==> config.mk <==
export PLATFORM = sky130hd
export DESIGN_NAME = time_setter
export DESIGN_NICKNAME = d
export VERILOG_FILES = /design/src/rtl/time_setter.sv
export SDC_FILE = /design/constraint.sdc
export NUM_CORES = 1
export LEC_CHECK = 0
export BUFFER_PORTS_ARGS = -buffer_cell sky130_fd_sc_hd__buf_2
export CELL_PAD_IN_SITES_DETAIL_PLACEMENT = 0
export CELL_PAD_IN_SITES_GLOBAL_PLACEMENT = 2
export CORE_MARGIN = 1
export CORE_UTILIZATION = 30
export DETAILED_ROUTE_END_ITERATION = 16
export GPL_TIMING_DRIVEN = 0
export HOLD_SLACK_MARGIN = 0.02
export PLACE_DENSITY_LB_ADDON = 0.08
export SETUP_SLACK_MARGIN = 0.02
export SYNTH_ARGS = -nofsm -noshare
export SYNTH_HDL_FRONTEND = slang
export SYNTH_SLANG_ARGS = --single-unit
==> constraint.sdc <==
create_clock -name clk -period 1.9 [get_ports clk]
set_input_delay 0.19 -clock clk [delete_from_list [all_inputs] [get_ports clk]]
set_output_delay 0.19 -clock clk [all_outputs]
set_load 0.005 [all_outputs]
==> src/rtl/time_setter.sv <==
// Time/alarm setting controller: edits a working HH:MM copy digit by digit and
// commits it with a one-cycle load strobe, or reverts it on cancel or timeout.
module time_setter #(
    parameter int TIMEOUT_CYCLES = 3000
) (
    input  logic       clk,
    input  logic       rst,
    input  logic       btn_time,
    input  logic       btn_alarm,
    input  logic       btn_next,
    input  logic       btn_inc,
    input  logic       btn_dec,
    input  logic       btn_confirm,
    input  logic       btn_cancel,
    output logic [1:0] h1_out,
    output logic [3:0] h0_out,
    output logic [2:0] m1_out,
    output logic [3:0] m0_out,
    output logic       load_time,
    output logic       load_alarm,
    output logic       editing,
    output logic [1:0] digit_sel,
    output logic [2:0] o_state
);

    localparam int CNT_W = $clog2(TIMEOUT_CYCLES + 1);

    typedef enum logic [2:0] {
        S_IDLE    = 3'd0,
        S_EDIT_H1 = 3'd1,
        S_EDIT_H0 = 3'd2,
        S_EDIT_M1 = 3'd3,
        S_EDIT_M0 = 3'd4
    } state_t;

    state_t     r_state, w_state_nx;
    logic [6:0] r_prev;
    logic [6:0] w_btn, w_edge;
    logic       r_target, w_target_nx;          // 0 = time, 1 = alarm
    logic [1:0] r_wh1, r_ch1, w_h1_nx;
    logic [3:0] r_wh0, r_ch0, w_h0_nx;
    logic [2:0] r_wm1, r_cm1, w_m1_nx;
    logic [3:0] r_wm0, r_cm0, w_m0_nx;
    logic       r_load_time, r_load_alarm, w_load_time_nx, w_load_alarm_nx;
    logic       w_commit;
    logic [CNT_W-1:0] r_cnt, w_cnt_nx;
    logic [3:0] w_h0_max;

    // Bit order: time, alarm, next, inc, dec, confirm, cancel.
    assign w_btn    = {btn_cancel, btn_confirm, btn_dec, btn_inc, btn_next, btn_alarm, btn_time};
    assign w_edge   = w_btn & ~r_prev;
    assign w_h0_max = (r_wh1 == 2'd2) ? 4'd3 : 4'd9;

    always_comb begin
        w_state_nx      = r_state;
        w_target_nx     = r_target;
        w_h1_nx         = r_wh1;
        w_h0_nx         = r_wh0;
        w_m1_nx         = r_wm1;
        w_m0_nx         = r_wm0;
        w_load_time_nx  = 1'b0;
        w_load_alarm_nx = 1'b0;
        w_commit        = 1'b0;
        w_cnt_nx        = r_cnt;
        case (r_state)
            S_IDLE: begin
                w_cnt_nx = '0;
                if (w_edge[0] || w_edge[1]) begin
                    w_state_nx  = S_EDIT_H1;
                    w_target_nx = ~w_edge[0];
                    w_h1_nx     = r_ch1;
                    w_h0_nx     = r_ch0;
                    w_m1_nx     = r_cm1;
                    w_m0_nx     = r_cm0;
                end
            end
            default: begin
                if (w_edge[6]) begin
                    w_state_nx = S_IDLE;
                    w_cnt_nx   = '0;
                    w_h1_nx    = r_ch1;
                    w_h0_nx    = r_ch0;
                    w_m1_nx    = r_cm1;
                    w_m0_nx    = r_cm0;
                end else if (w_edge[5]) begin
                    w_state_nx      = S_IDLE;
                    w_cnt_nx        = '0;
                    w_commit        = 1'b1;
                    w_load_time_nx  = ~r_target;
                    w_load_alarm_nx = r_target;
                end else begin
                    if (w_edge[2]) begin
                        case (r_state)
                            S_EDIT_H1: w_state_nx = S_EDIT_H0;
                            S_EDIT_H0: w_state_nx = S_EDIT_M1;
                            S_EDIT_M1: w_state_nx = S_EDIT_M0;
                            default:   w_state_nx = S_EDIT_H1;
                        endcase
                    end else if (w_edge[3] || w_edge[4]) begin
                        // inc outranks dec when both rise together
                        case (r_state)
                            S_EDIT_H1: begin
                                if (w_edge[3]) w_h1_nx = (r_wh1 == 2'd2) ? 2'd0 : r_wh1 + 2'd1;
                                else           w_h1_nx = (r_wh1 == 2'd0) ? 2'd2 : r_wh1 - 2'd1;
                                if (w_h1_nx == 2'd2 && r_wh0 > 4'd3) w_h0_nx = 4'd3;
                            end
                            S_EDIT_H0: begin
                                if (w_edge[3]) w_h0_nx = (r_wh0 == w_h0_max) ? 4'd0 : r_wh0 + 4'd1;
                                else           w_h0_nx = (r_wh0 == 4'd0) ? w_h0_max : r_wh0 - 4'd1;
                            end
                            S_EDIT_M1: begin
                                if (w_edge[3]) w_m1_nx = (r_wm1 == 3'd5) ? 3'd0 : r_wm1 + 3'd1;
                                else           w_m1_nx = (r_wm1 == 3'd0) ? 3'd5 : r_wm1 - 3'd1;
                            end
                            default: begin
                                if (w_edge[3]) w_m0_nx = (r_wm0 == 4'd9) ? 4'd0 : r_wm0 + 4'd1;
                                else           w_m0_nx = (r_wm0 == 4'd0) ? 4'd9 : r_wm0 - 4'd1;
                            end
                        endcase
                    end
                    if (|w_edge) begin
                        w_cnt_nx = '0;
                    end else if (r_cnt == CNT_W'(TIMEOUT_CYCLES - 1)) begin
                        w_state_nx = S_IDLE;
                        w_cnt_nx   = '0;
                        w_h1_nx    = r_ch1;
                        w_h0_nx    = r_ch0;
                        w_m1_nx    = r_cm1;
                        w_m0_nx    = r_cm0;
                    end else begin
                        w_cnt_nx = r_cnt + CNT_W'(1);
                    end
                end
            end
        endcase
    end

    always_ff @(posedge clk) begin
        if (rst) begin
            r_state      <= S_IDLE;
            r_prev       <= '0;
            r_target     <= 1'b0;
            r_wh1        <= '0;
            r_wh0        <= '0;
            r_wm1        <= '0;
            r_wm0        <= '0;
            r_ch1        <= '0;
            r_ch0        <= '0;
            r_cm1        <= '0;
            r_cm0        <= '0;
            r_load_time  <= 1'b0;
            r_load_alarm <= 1'b0;
            r_cnt        <= '0;
        end else begin
            r_state      <= w_state_nx;
            r_prev       <= w_btn;
            r_target     <= w_target_nx;
            r_wh1        <= w_h1_nx;
            r_wh0        <= w_h0_nx;
            r_wm1        <= w_m1_nx;
            r_wm0        <= w_m0_nx;
            r_load_time  <= w_load_time_nx;
            r_load_alarm <= w_load_alarm_nx;
            r_cnt        <= w_cnt_nx;
            if (w_commit) begin
                r_ch1 <= r_wh1;
                r_ch0 <= r_wh0;
                r_cm1 <= r_wm1;
                r_cm0 <= r_wm0;
            end
        end
    end

    always_comb begin
        case (r_state)
            S_EDIT_H0: digit_sel = 2'd1;
            S_EDIT_M1: digit_sel = 2'd2;
            S_EDIT_M0: digit_sel = 2'd3;
            default:   digit_sel = 2'd0;
        endcase
    end

    assign h1_out     = r_wh1;
    assign h0_out     = r_wh0;
    assign m1_out     = r_wm1;
    assign m0_out     = r_wm0;
    assign load_time  = r_load_time;
    assign load_alarm = r_load_alarm;
    assign editing    = (r_state != S_IDLE);
    assign o_state    = r_state;

endmodule
# Word level (Yosys, flattened, before mapping)
# Cells that the tools add are included.
# classes
addsub	9
n_lt_le_gt_ge	1
eq_ne	12
n_mux	68
bitwise_logic	5
n_reduce_logical	15
# ops
op	count
$mux 4	25
$mux 3	19
$mux 2	18
$add 12x1->12 const B	1
$eq 12x12->1 const B	1
$reduce_or 10->1	1
$pmux 3 s3	1
$add 4x1->4 const B	2
$logic_not 4->1	2
$pmux 4 s2	1
$sub 4x1->4 const B	2
$and 7x7->7	1
$not 7->7	1
$reduce_or 7->1	1
$eq 3x2->1 const B	2
$eq 3x3->1 const B	2
$logic_not 3->1	2
$pmux 2 s3	1
$eq 2x2->1 const B	2
$eq 4x4->1	1
$eq 4x4->1 const B	1
$gt 4x2->1 const B	1
$reduce_and 2->1	2
$reduce_or 4->1	1
other kinds (14)	19
# word_totals
regBits	51
out_inout_bits	21

# Logic depth before layout (Yosys ltp)
# depth
word_depth	20
mapped_depth	9
depth_no_buf	8

# Worst setup path before layout
# OpenSTA, ideal clock, no wires.
# synth_path
kind	register to register
startpoint	reg r_wh0[1], in the netlist h0_out[1]
endpoint	reg r_wh0[3], in the netlist h0_out[3]
setup_ns	0.074
t_arrival_ns	1.870
required_time_ns	1.826
slack_ns	-0.044
path_stages_with_launch	9
n_path_buf	1
synth_period_minus_slack_ns	1.944
cell_sequence	dfxtp_1 -> clkbuf_1 -> inv_1 -> ha_1 -> and3_1 -> or4_1 -> a21oi_1 -> a211oi_1 -> o21ai_0
# synth_between
elab_chain_len	11
word_cells_on_any_way	18
# synth_rtl
element	line	text
start, declared	41	logic [3:0] r_wh0, r_ch0, w_h0_nx;
start signal, assigned	159	r_wh0 <= w_h0_nx;
$sub 4x1->4, or another cell as far along	109	else w_h0_nx = (r_wh0 == 4'd0) ? w_h0_max : r_wh0 - 4'd1;
$mux 4, or another cell as far along	109	
$mux 4, on equally long branches	108, 105	
$pmux 4 s2 *	101	case (r_state)
$mux 4 *	99	end else if (w_edge[3] || w_edge[4]) begin
$mux 4 *	92	if (w_edge[2]) begin
$mux 4	123	end else if (r_cnt == CNT_W'(TIMEOUT_CYCLES - 1)) begin
$mux 4 *	121	if (|w_edge) begin
$mux 4 *	85	end else if (w_edge[5]) begin
$mux 4 *	78	if (w_edge[6]) begin
$mux 4 *	65	case (r_state)
# Mark *: on every way between the ends. The rest lies on a longest branch, timed or not. The select of a mux whose other input is x is not followed.
# A chain may end at the register's enable or synchronous reset.

# Worst setup path in the final report
# layout_path
startpoint	reg r_cnt[1]
endpoint	reg r_wh1[1], in the netlist h1_out[1]
# layout_between
elab_chain_len	6
# layout_rtl
element	line	text
start, declared	46	logic [CNT_W-1:0] r_cnt, w_cnt_nx;
start signal, assigned	164	r_cnt <= w_cnt_nx;
$eq 12x12->1	123	
$mux 2	123	
$mux 2	121	
$mux 2	85	
$mux 2	78	
$mux 2	65	
end signal, assigned	158	r_wh1 <= w_h1_nx;
end, declared	40	logic [1:0] r_wh1, r_ch1, w_h1_nx;
# Every way passes these cells. The select of a mux whose other input is x is not followed.

==> flow_metrics.py <==
metrics = {
    "power_and_ir_drop": {
        "p_sw_share_pct": 29.1,
        "power.switching_uw": 691,
        "internal_power_uw": 1680,
        "power_density_mw_per_mm2": 651,
        "power.leakage_uw": 0.00134,
        "ir_worst_vdd_mv": 0.491,
        "p_comb_share_pct": 20.1,
        "clkPwrFrac_pct": 33.1,
        "sequentialPowerShare_pct": 46.8,
    },
    "clocking": {
        "clk_pin_slew_ns": 0.10,
        "cts_buffers": 5,
        "cts_root_buffer": "clkbuf_8",
        "cts.path.max_buffers": 2,
        "hold_buffers": 0,
        "clk_latency_ns": 0.32,
        "cts-htree-levels": 2,
        "cts_tree": "done",
        "clock_sinks": 51,
    },
    "route": {
        "wl_microns": 8480,
        "vias_per_cell": 4.95,
        "drt_iter0_markers": 125,
        "drc": 0,
        "first_pass_iters": 4,
        "wl_per_cell_microns": 16.0,
        "antenna_left": 0,
        "via_count": 2625,
    },
    "hold_path": {
        "holdCritStartpoint": "btn_time",
        "hold_path_class": "in2reg",
    },
    "setup_path": {
        "r2r-start": "r_cnt[1]",
        "cp-startpoint": "r_cnt[1]",
        "critPathLaunchType": "flop",
        "endpoint_kind": "flop",
        "crit_arrival_ns": 2.01,
        "crit_type": "reg2reg",
        "r2r_setup_slack_ns": 0.06,
        "worst_ep_required_time_ns": 2.08,
        "path_max_fanout": 8,
    },
    "timing": {
        "fin_crit_ns": 1.84,
        "setup_violations": 0,
        "grt_setup_unrepaired": "true",
        "worst_pin_slew_ns": 0.683,
        "fmax_mhz": 544,
        "finalHoldViolCount": 0,
        "maxSlewViolCount": 0,
        "relSlewSlack_pct": 54.5,
        "clock_skew_ns": 0.0116,
        "fin_ws_ns": 0.0633,
        "post-route-period-util_pct": 96.7,
    },
    "global_routing": {
        "grt_max_degree": 17,
        "grt_pass1_wl_microns": 13400,
        "grt_overflow_total": 0,
        "grt_pass1_vias": 2399,
        "antenna_found_initial": 0,
        "grt_usage_pct": 17.7,
    },
    "logic_synthesis": {
        "synth_top_family_by_area": "simple AND/OR/NAND/NOR gates",
        "syn-cell-area_sq_mm": 0.00285,
        "syn_avg_cell_area_sq_um": 8.23,
        "ys_warn_count": 0,
        "async_reset_ff_share_pct": 0,
        "synth_compound_area_share_pct": 21.3,
        "yosys.area_share.xor_xnor_pct": 4.30,
        "synth_edf_count": 0,
        "synth_fp_nets": 362,
        "synth_fa_ha_area_share_pct": 3.07,
        "yosys_most_used_dff": "dfxtp_1",
        "yosysSeqAreaShare_pct": 35.8,
        "synthMuxAreaShare_pct": 2.68,
        "synth_cell_types": 66,
        "netlist_instances": 346,
        "synthSimpleGateAreaFrac_pct": 27.5,
        "synth_seq_cells": 51,
    },
    "place": {
        "dp_slack_ns": -0.197,
        "io_buffers": 29,
        "dpl.hpwl_microns": 5970,
        "numPlacedInstances": 504,
        "gp_congestion": 0.795,
    },
    "final_layout": {
        "drive_gt1_share_pct": 30.9,
        "final_cells": 530,
        "diodes": 0,
        "syn2layout_area_growth_pct": 27.8,
        "final_util_pct": 39.4,
        "fin_nets": 416,
    },
    "run": {
        "drv_cap": 0,
    },
    "die": {
        "placementRows": 35,
        "core_area_sq_mm": 0.00924,
        "die_area_sq_mm": 0.00989,
        "die_h_microns": 99.5,
        "ios": 30,
        "start_util_pct": 30.8,
        "die_w_microns": 99.5,
    },
    "status": {
        "status": "complete, no violations",
    },
}
-- cells in the final DEF, fill, tap and decap left out, types with 4 or more instances in the layout --
cell type | netlist | final
a211oi_1 | 7 | 5
a21oi_1 | 26 | 23
a31oi_1 | 6 | 5
and3_1 | 7 | 7
buf_2 | 3 | 31
buf_4 | 3 | 17
buf_6 | 2 | 5
clkbuf_1 | 11 | 5
clkbuf_8 | 0 | 5
dfxtp_1 | 51 | 39
dfxtp_2 | 0 | 9
ha_1 | 7 | 4
inv_1 | 10 | 7
mux2i_1 | 5 | 5
nand2_1 | 48 | 46
nand2b_1 | 6 | 4
nand2b_4 | 0 | 4
nand3_1 | 13 | 12
nor2_1 | 31 | 29
nor2b_1 | 12 | 11
nor3_1 | 13 | 11
o21ai_0 | 13 | 11
xnor2_1 | 7 | 7
xor2_1 | 7 | 7
-- metal layers --
metal / global-route usage [%] / vias to the layer above / share of wire (%)
met3: 3.02 / 6 / 3.7
met1: 26.0 / 1238 / 52
met5: 0 / - / 0
met4: 4.19 / 0 / 1.1
met2: 26.9 / 47 / 43
li1: - / 1334 / -
-- sequential cells by signal, indices dropped and copies added, names as in the netlist --
register    count
h0_out          4
h1_out          2
load_alarm      1
load_time       1
m0_out          4
m1_out          3
o_state         3
r_ch0           4
r_ch1           2
r_cm0           4
r_cm1           3
r_cnt          12
r_prev          7
r_target        1
-- synth_stat cells (all sizes together), types with 3 or more instances --
cell    instances  share of area (%)
a211oi          9                3.0
a21o            3                1.1
a21oi          26                4.6
a31oi           6                1.3
and3            7                1.5
buf            11                2.5
clkbuf         11                1.4
dfxtp          51                 36
ha              7                3.1
inv            10                1.3
mux2i           5                1.8
nand2          49                6.5
nand2b          8                1.9
nand3          13                2.3
nor2           32                4.5
nor2b          13                3.1
nor3           14                2.9
nor4            3                1.4
o21ai          14                2.6
xnor2           7                2.2
xor2            7                2.2
-- metrics by stage --
step | total power, uW | setup TNS, ns | hold slack (ns) | instance area (sq um)
after floorplan | 1390 | 0 | 0.318 | 2850
after global placement | 1520 | -4.42 | 0.415 | 3160
after detailed placement | 1510 | -4.00 | 0.427 | 3160
after CTS | 2360 | 0 | 0.0991 | 3500
after global routing | 2490 | -0.510 | 0.0980 | 3640
final | 2370 | 0 | 0.0992 | 3640
-- worst max-delay path, stage by stage, from the launching register on --
cell	delay, ns
dfxtp_4	0.37
ha_4	0.17
nand3_4	0.07
nor4_4	0.05
a211oi_4	0.52
buf_6	0.23
mux2i_1	0.19
o32ai_1	0.10
-- repair_timing --
action / CTS / global route
hold endpoints to repair: 0 / 0
pin swaps: 4 / 11
gates resized for setup: 41 / 31
setup buffers: 9 / 8
gates cloned: 2 / 0
endpoints found under the setup margin: 37 / 36
-- power groups by stage --
stage	clock [uW]	combinational [uW]	sequential [uW]
final	785	476	1110
after CTS	805	439	1110
after global placement	0	382	1130
after global routing	858	519	1120
after detailed placement	0	379	1130
after floorplan	0	259	1130
-- layout make-up --
type                            count  area, sq um
Fill cell                         980         5600
Multi-Input combinational cell    263         1850
Sequential cell                    51         1040
Timing Repair Buffer               48          283
Tap cell                          129          161
Buffer                             21          154
Clock buffer                        5         68.8
Clock inverter                      3         43.8
Inverter                           10         37.5
-- kinds of logic (layout without fill, tap and decap cells) --
kind of cell / after synthesis / in the layout
and+or+nand+nor: 151 / 151
AOI/OAI and AO/OA: 84 / 84
DFF: 51 / 51
buffers and inverters: 32 / 87
xor gates and xnor gates: 14 / 14
adders and majority gates: 7 / 7
muxes: 7 / 7
-- final timing paths --
path	to	cells past startpoint
worst max-delay path	h1_out[1]	7
worst min-delay path	r_prev[0]	2
worst max register to register	h1_out[1]	7
worst min register to register	r_ch0[3]	2
(Power assumes the default switching activity.)
